### config.mk
export PLATFORM = sky130hd
export DESIGN_NAME = ram_bw_sp_flat
export DESIGN_NICKNAME = d
export VERILOG_FILES = /design/src/rtl/ram_bw_sp_if.sv /design/src/rtl/ram_bw_sp.sv /design/src/flat_wrapper.sv
export SDC_FILE = /design/constraint.sdc
export NUM_CORES = 2
export LEC_CHECK = 0
export BUFFER_PORTS_ARGS = -buffer_cell sky130_fd_sc_hd__buf_2
export CAP_MARGIN = 20
export CORE_MARGIN = 2
export CORE_UTILIZATION = 45
export CTS_BUF_LIST = sky130_fd_sc_hd__clkbuf_4
export CTS_CLUSTER_DIAMETER = 200
export CTS_CLUSTER_SIZE = 8
export DETAILED_ROUTE_END_ITERATION = 8
export HOLD_SLACK_MARGIN = 0.03
export SLEW_MARGIN = 40
export SYNTH_ARGS = -nofsm -noshare
export SYNTH_HDL_FRONTEND = slang
export SYNTH_SLANG_ARGS = --single-unit
export TNS_END_PERCENT = 100
### constraint.sdc
create_clock -name CLK -period 18.15 [get_ports CLK]
set_input_delay 0.9075 -clock CLK [delete_from_list [all_inputs] [get_ports CLK]]
set_output_delay 0.9075 -clock CLK [all_outputs]
set_load 0.01 [all_outputs]
### src/rtl/ram_bw_sp_if.sv
// Request/response bus for the byte-write single-port RAM.
// The master issues requests and the slave returns one response per accepted request.
interface ram_bw_sp_if #(
    parameter int WSIZE = 4,
    parameter int AW    = 7
);
    logic                 req_valid;
    logic                 req_ready;
    logic [WSIZE-1:0]     req_we;
    logic [AW-1:0]        req_addr;
    logic [WSIZE*8-1:0]   req_wdata;
    logic                 rsp_valid;
    logic [WSIZE*8-1:0]   rsp_rdata;
    logic                 rsp_err;

    modport master (
        output req_valid, req_we, req_addr, req_wdata,
        input  req_ready, rsp_valid, rsp_rdata, rsp_err
    );

    modport slave (
        input  req_valid, req_we, req_addr, req_wdata,
        output req_ready, rsp_valid, rsp_rdata, rsp_err
    );
endinterface

### src/rtl/ram_bw_sp.sv
// Single-port word RAM with per-byte write enables.
// A partial write is a read-modify-write over two cycles.
module ram_bw_sp #(
    parameter int DEPTH = 128,
    parameter int WSIZE = 4,
    parameter int AW    = 7
) (
    input  logic          CLK,
    input  logic          RST,
    ram_bw_sp_if.slave    bus
);
    localparam int DW = WSIZE * 8;

    typedef enum logic {IDLE, MERGE} state_t;

    state_t          state, state_nx;
    logic [DW-1:0]   mem [0:DEPTH-1];

    logic [AW-1:0]   addr_q;
    logic [WSIZE-1:0] mask_q;
    logic [DW-1:0]   wdata_q;
    logic [DW-1:0]   old_q;
    logic [DW-1:0]   merged;

    logic            acc, inr, is_rd, is_full, is_part;
    logic            mem_we;
    logic [AW-1:0]   mem_wa;
    logic [DW-1:0]   mem_wd;

    assign inr     = (int'(bus.req_addr) < DEPTH);
    assign is_rd   = (bus.req_we == '0);
    assign is_full = (&bus.req_we);
    assign is_part = !is_rd && !is_full;

    always_ff @(posedge CLK) begin
        if (RST) state <= IDLE;
        else     state <= state_nx;
    end

    always_comb begin
        state_nx = state;
        unique case (state)
            IDLE:  if (acc && is_part && inr) state_nx = MERGE;
            MERGE: state_nx = IDLE;
            default: state_nx = IDLE;
        endcase
    end

    always_comb begin
        bus.req_ready = !RST && (state == IDLE);
        acc           = bus.req_valid && bus.req_ready;
        for (int i = 0; i < WSIZE; i++) begin
            merged[8*i +: 8] = mask_q[i] ? wdata_q[8*i +: 8] : old_q[8*i +: 8];
        end
        mem_we = 1'b0;
        mem_wa = bus.req_addr;
        mem_wd = bus.req_wdata;
        // A reset landing in MERGE drops the pending write
        if (state == MERGE && !RST) begin
            mem_we = 1'b1;
            mem_wa = addr_q;
            mem_wd = merged;
        end else if (acc && is_full && inr) begin
            mem_we = 1'b1;
        end
    end

    always_ff @(posedge CLK) begin
        if (mem_we) mem[mem_wa] <= mem_wd;
    end

    always_ff @(posedge CLK) begin
        if (acc && is_part && inr) begin
            addr_q  <= bus.req_addr;
            mask_q  <= bus.req_we;
            wdata_q <= bus.req_wdata;
            old_q   <= mem[bus.req_addr];
        end
    end

    always_ff @(posedge CLK) begin
        if (RST) begin
            bus.rsp_valid <= 1'b0;
            bus.rsp_rdata <= '0;
            bus.rsp_err   <= 1'b0;
        end else begin
            bus.rsp_valid <= 1'b0;
            bus.rsp_err   <= 1'b0;
            if (state == MERGE) begin
                bus.rsp_valid <= 1'b1;
                bus.rsp_rdata <= merged;
            end else if (acc) begin
                if (!inr) begin
                    bus.rsp_valid <= 1'b1;
                    bus.rsp_err   <= 1'b1;
                    bus.rsp_rdata <= '0;
                end else if (is_rd) begin
                    bus.rsp_valid <= 1'b1;
                    bus.rsp_rdata <= mem[bus.req_addr];
                end else if (is_full) begin
                    bus.rsp_valid <= 1'b1;
                    bus.rsp_rdata <= bus.req_wdata;
                end
            end
        end
    end
endmodule

### src/flat_wrapper.sv
// flat-port wrapper written by rule: the top's interface ports become plain ports
module ram_bw_sp_flat 
#(
    parameter int DEPTH = 128,
    parameter int WSIZE = 4,
    parameter int AW    = 7
)
  (CLK, RST, bus_req_valid, bus_req_we, bus_req_addr, bus_req_wdata, bus_req_ready, bus_rsp_valid, bus_rsp_rdata, bus_rsp_err);
  ram_bw_sp_if #(.WSIZE(WSIZE), .AW(AW)) bus_i ();
  input  logic CLK;
  input  logic RST;
  input wire logic [$bits(bus_i.req_valid)-1:0] bus_req_valid;
  input wire logic [$bits(bus_i.req_we)-1:0] bus_req_we;
  input wire logic [$bits(bus_i.req_addr)-1:0] bus_req_addr;
  input wire logic [$bits(bus_i.req_wdata)-1:0] bus_req_wdata;
  output wire logic [$bits(bus_i.req_ready)-1:0] bus_req_ready;
  output wire logic [$bits(bus_i.rsp_valid)-1:0] bus_rsp_valid;
  output wire logic [$bits(bus_i.rsp_rdata)-1:0] bus_rsp_rdata;
  output wire logic [$bits(bus_i.rsp_err)-1:0] bus_rsp_err;
  assign bus_i.req_valid = bus_req_valid;
  assign bus_i.req_we = bus_req_we;
  assign bus_i.req_addr = bus_req_addr;
  assign bus_i.req_wdata = bus_req_wdata;
  assign bus_req_ready = bus_i.req_ready;
  assign bus_rsp_valid = bus_i.rsp_valid;
  assign bus_rsp_rdata = bus_i.rsp_rdata;
  assign bus_rsp_err = bus_i.rsp_err;
  ram_bw_sp #(.DEPTH(DEPTH), .WSIZE(WSIZE), .AW(AW)) u_core (.CLK(CLK), .RST(RST), .bus(bus_i));
endmodule
==> impl_results.md <==
* Total power at 17.1 mW
* Remaining antenna violation count at 0
* # setup viols final at 0
* Flop pwr share at 0.632
* DR vias at 82700
* Largest cells by area after synthesis: edfxtp_1 78%, mux4_2 12%, mux2i_1 3.4%, a22oi_1 0.83%, nor2_1 0.75%
* CP delay by family, top: buffers and inverters
* Global-route wire length before repair at 653 mm
* Synth Flop Type: edfxtp_1
* Mapped Avg Cell Area at 21.9 um2
* Switching Power at 3.94 mW
* CTS tree: built
* Gp weighted congestion at 0.923
* Sequential area share after synthesis at 0.780
* Drt wl/cell at 36.3 um
* CP endpoint kind: flop
* Setup crit start kind: input pin
* Number of fill cells at 28700
* Crit path kind: input pin to flop
* Number of synthesized flops with an enable pin at 4171
* Fin crit period at 5.03 ns
* CP Cell Sequence: buf_12 -> buf_12 -> buf_12 -> buf_4 -> buf_4 -> mux2i_1 -> a22oi_1 -> a21oi_1 -> o41ai_1 -> buf_4 -> and4_1 -> o2bb2ai_1
* Residual DRC at 0
* HPWL after DPL at 260 mm
* Num CTS Buffers at 595
* Hold crit path type: input pin to flop
* Power share of the clock group at 0.303
* Synth Cell Area at 162000 um2
* Achievable Freq at 199 MHz
* Worst relative slew slack at 0.356
* Postcts setup bufs at 0
* Seq cells post-synth at 4205
* Post-layout util at 0.494
* Post-route setup slack at 13.12 ns
* Dpl cells at 12100
* Initial antenna violation count at 78
* Logic pwr share at 0.065
* Period Utilization, post-route at 0.277
* Vias in the first global route at 82500
* # rows at 220
* Sink Count at 4205
* Pwr dens at 96.4 nW/um2
* Total die area at 364000 um2
* Largest net degree at the start of global routing at 102
* Peak supply drop at 0.0684 mV
* Clk slew on worst S/H paths at 0.10 ns
* GRT Resource Usage Total at 0.258
* Worst Max-Slew Pin Slew at 0.966 ns
* Core ar. at 358000 um2
* Smallest hold slack at 0.188 ns
* RSZ-0062 raised after global routing: false
* Sequential cell area at 126000 um2
* Critical Path RT at 19.67 ns
* Crit path largest cell delay at 0.88 ns
* Area used by multi-input combinational logic at 34300 um2
* Critical path's slowest cell: o41ai_1
* Buf/Inv on CP at 6
* Fin Clk Skew at 0.164 ns
* Sw Ratio at 0.231
* Outcome: completed
* Post-Layout Inst Area at 177000 um2
* Gr ovfl total at 0
* Mapped Cells at 7381
* Drt first pass iters at 5
* Post-synth top area cell: edfxtp_1
* IO Port Bufs at 79
* Yosys cell types at 50
* Area share of the largest cell type after synthesis at 0.775
* DR iter-0 viols at 12000
* Fin Setup TNS at 0 ns
* Total of max-cap violations at 0
* Synth-to-Final Area Change at 9.49%
* Final Hold Fails at 0
* Max clock buf depth at 4
* Die W at 603 um
* Post-place setup slack at 11.72 ns
* Placed inst area at 170000 um2
* Root buffer cell: clkbuf_4
* Pleak at 55.2 nW
* Clock latency at the later pin of the worst-skew pair at 1.68 ns
* Share of layout cells above drive strength 1 at 0.273
* P_int at 13.1 mW
* Initial Utilization at 0.451
* Max FO, Critical Path at 101
* DRT Wirelength at 474 mm
* Arrival time worst endpoint at 6.56 ns
* DR vias/cell at 6.34
* Synth Net Count at 7427
* Final slew viol count at 0
* Vert. Die Dim at 603 um
* I/O pin total at 81
* Fraction of registers with async set/reset at 0
* # nets final at 8093
* Final Non-Filler Cells at 13100
* H-Tree Depth at 6
* Synth Warn # at 0
## cells in the mapped netlist, types with 52 or more instances
library cell / instances
buf_4: 83
buf_6: 52
mux2i_1: 548
buf_2: 88
o22ai_1: 132
a21oi_1: 92
edfxtp_1: 4171
o21ai_1: 62
o21ai_0: 118
a22oi_1: 178
nor2_1: 322
mux4_2: 833
nor2b_1: 61
a221oi_1: 95
clkbuf_1: 156
## worst paths after layout
kind | slack (ns) | cells after the start | endpoint | start
worst max-delay path | 13.12 | 12 | u_core.bus.rsp_rdata[8] | bus_req_addr[1]
worst min-delay path | 0.19 | 2 | u_core.wdata_q[22] | bus_req_wdata[22]
worst max register to register | 13.67 | 8 | u_core.mem[98][8] | u_core.state
worst min register to register | 0.58 | 2 | u_core.bus.rsp_rdata[5] | u_core.bus.rsp_rdata[5]
## what timing repair did
item	CTS	global route
hold buffers	69	0
hold endpoints to repair	995	0
gates resized for setup	0	0
## cell families after synthesis
family / after synthesis / synth area share
AO/OA/AOI/OAI: 858 / 0.0362
flip-flops: 4205 / 0.780
other: 1 / 0.0000232
multiplexers: 1396 / 0.153
AND/OR/NAND/NOR: 483 / 0.0133
buffers and inverters: 438 / 0.0184
## layout by cell type (no fill, tap or decap), types with 27 or more instances in the layout
cell           instances
buf_4                269
edfxtp_1            4171
nor2_4               133
a221oi_1              86
clkbuf_4             694
nand2_1               37
nor2b_1               55
mux2i_1              542
o22ai_1              132
o21ai_0               92
o21ai_1               70
a22oi_1              178
buf_6                 28
buf_2                 87
a211oi_1              44
a21oi_1               91
nor2_1               189
mux4_2               833
buf_12                27
o41ai_1               31
dlygate4sd3_1         69
dfxtp_1               34
diode_2               89
## power groups by stage
| stage | combinational (mW) | clock, mW | sequential [mW] |
|---|---|---|---|
| 2_1_floorplan | 0.613 | 0 | 11.0 |
| 3_3_place_gp | 1.03 | 0 | 11.0 |
| 3_5_place_dp | 1.07 | 0 | 11.0 |
| 4_1_cts | 1.09 | 5.27 | 10.8 |
| 5_1_grt | 1.15 | 5.63 | 10.8 |
| 6_report | 1.11 | 5.16 | 10.8 |
## final cells by class
cell class | instances | share of cell area
diodes | 89 | 0.00126
clock buffers | 694 | 0.0295
clock inverters | 51 | 0.00412
inverters | 3 | 0.0000637
multi-input cells | 2738 | 0.194
flip-flops and latches | 4205 | 0.712
well taps | 4773 | 0.0338
repair buffers | 504 | 0.0254
## flip-flops by register name, indices dropped and copies added, names as in the netlist
register,flops
u_core.bus.rsp_rdata,32
u_core.state,1
u_core.wdata_q,32
u_core.old_q,32
u_core.mem,4096
u_core.addr_q,7
u_core.mask_q,4
u_core.bus.rsp_valid,1
## metal layers
layer / up-vias / track usage / wire, um
met3: 905 / 0.0522 / 46700
met1: 44300 / 0.350 / 181000
met5: - / 0 / 117
li1: 32600 / - / -
met2: 4896 / 0.406 / 224000
met4: 18 / 0.115 / 22300
Power figures use the tool's default switching activity.
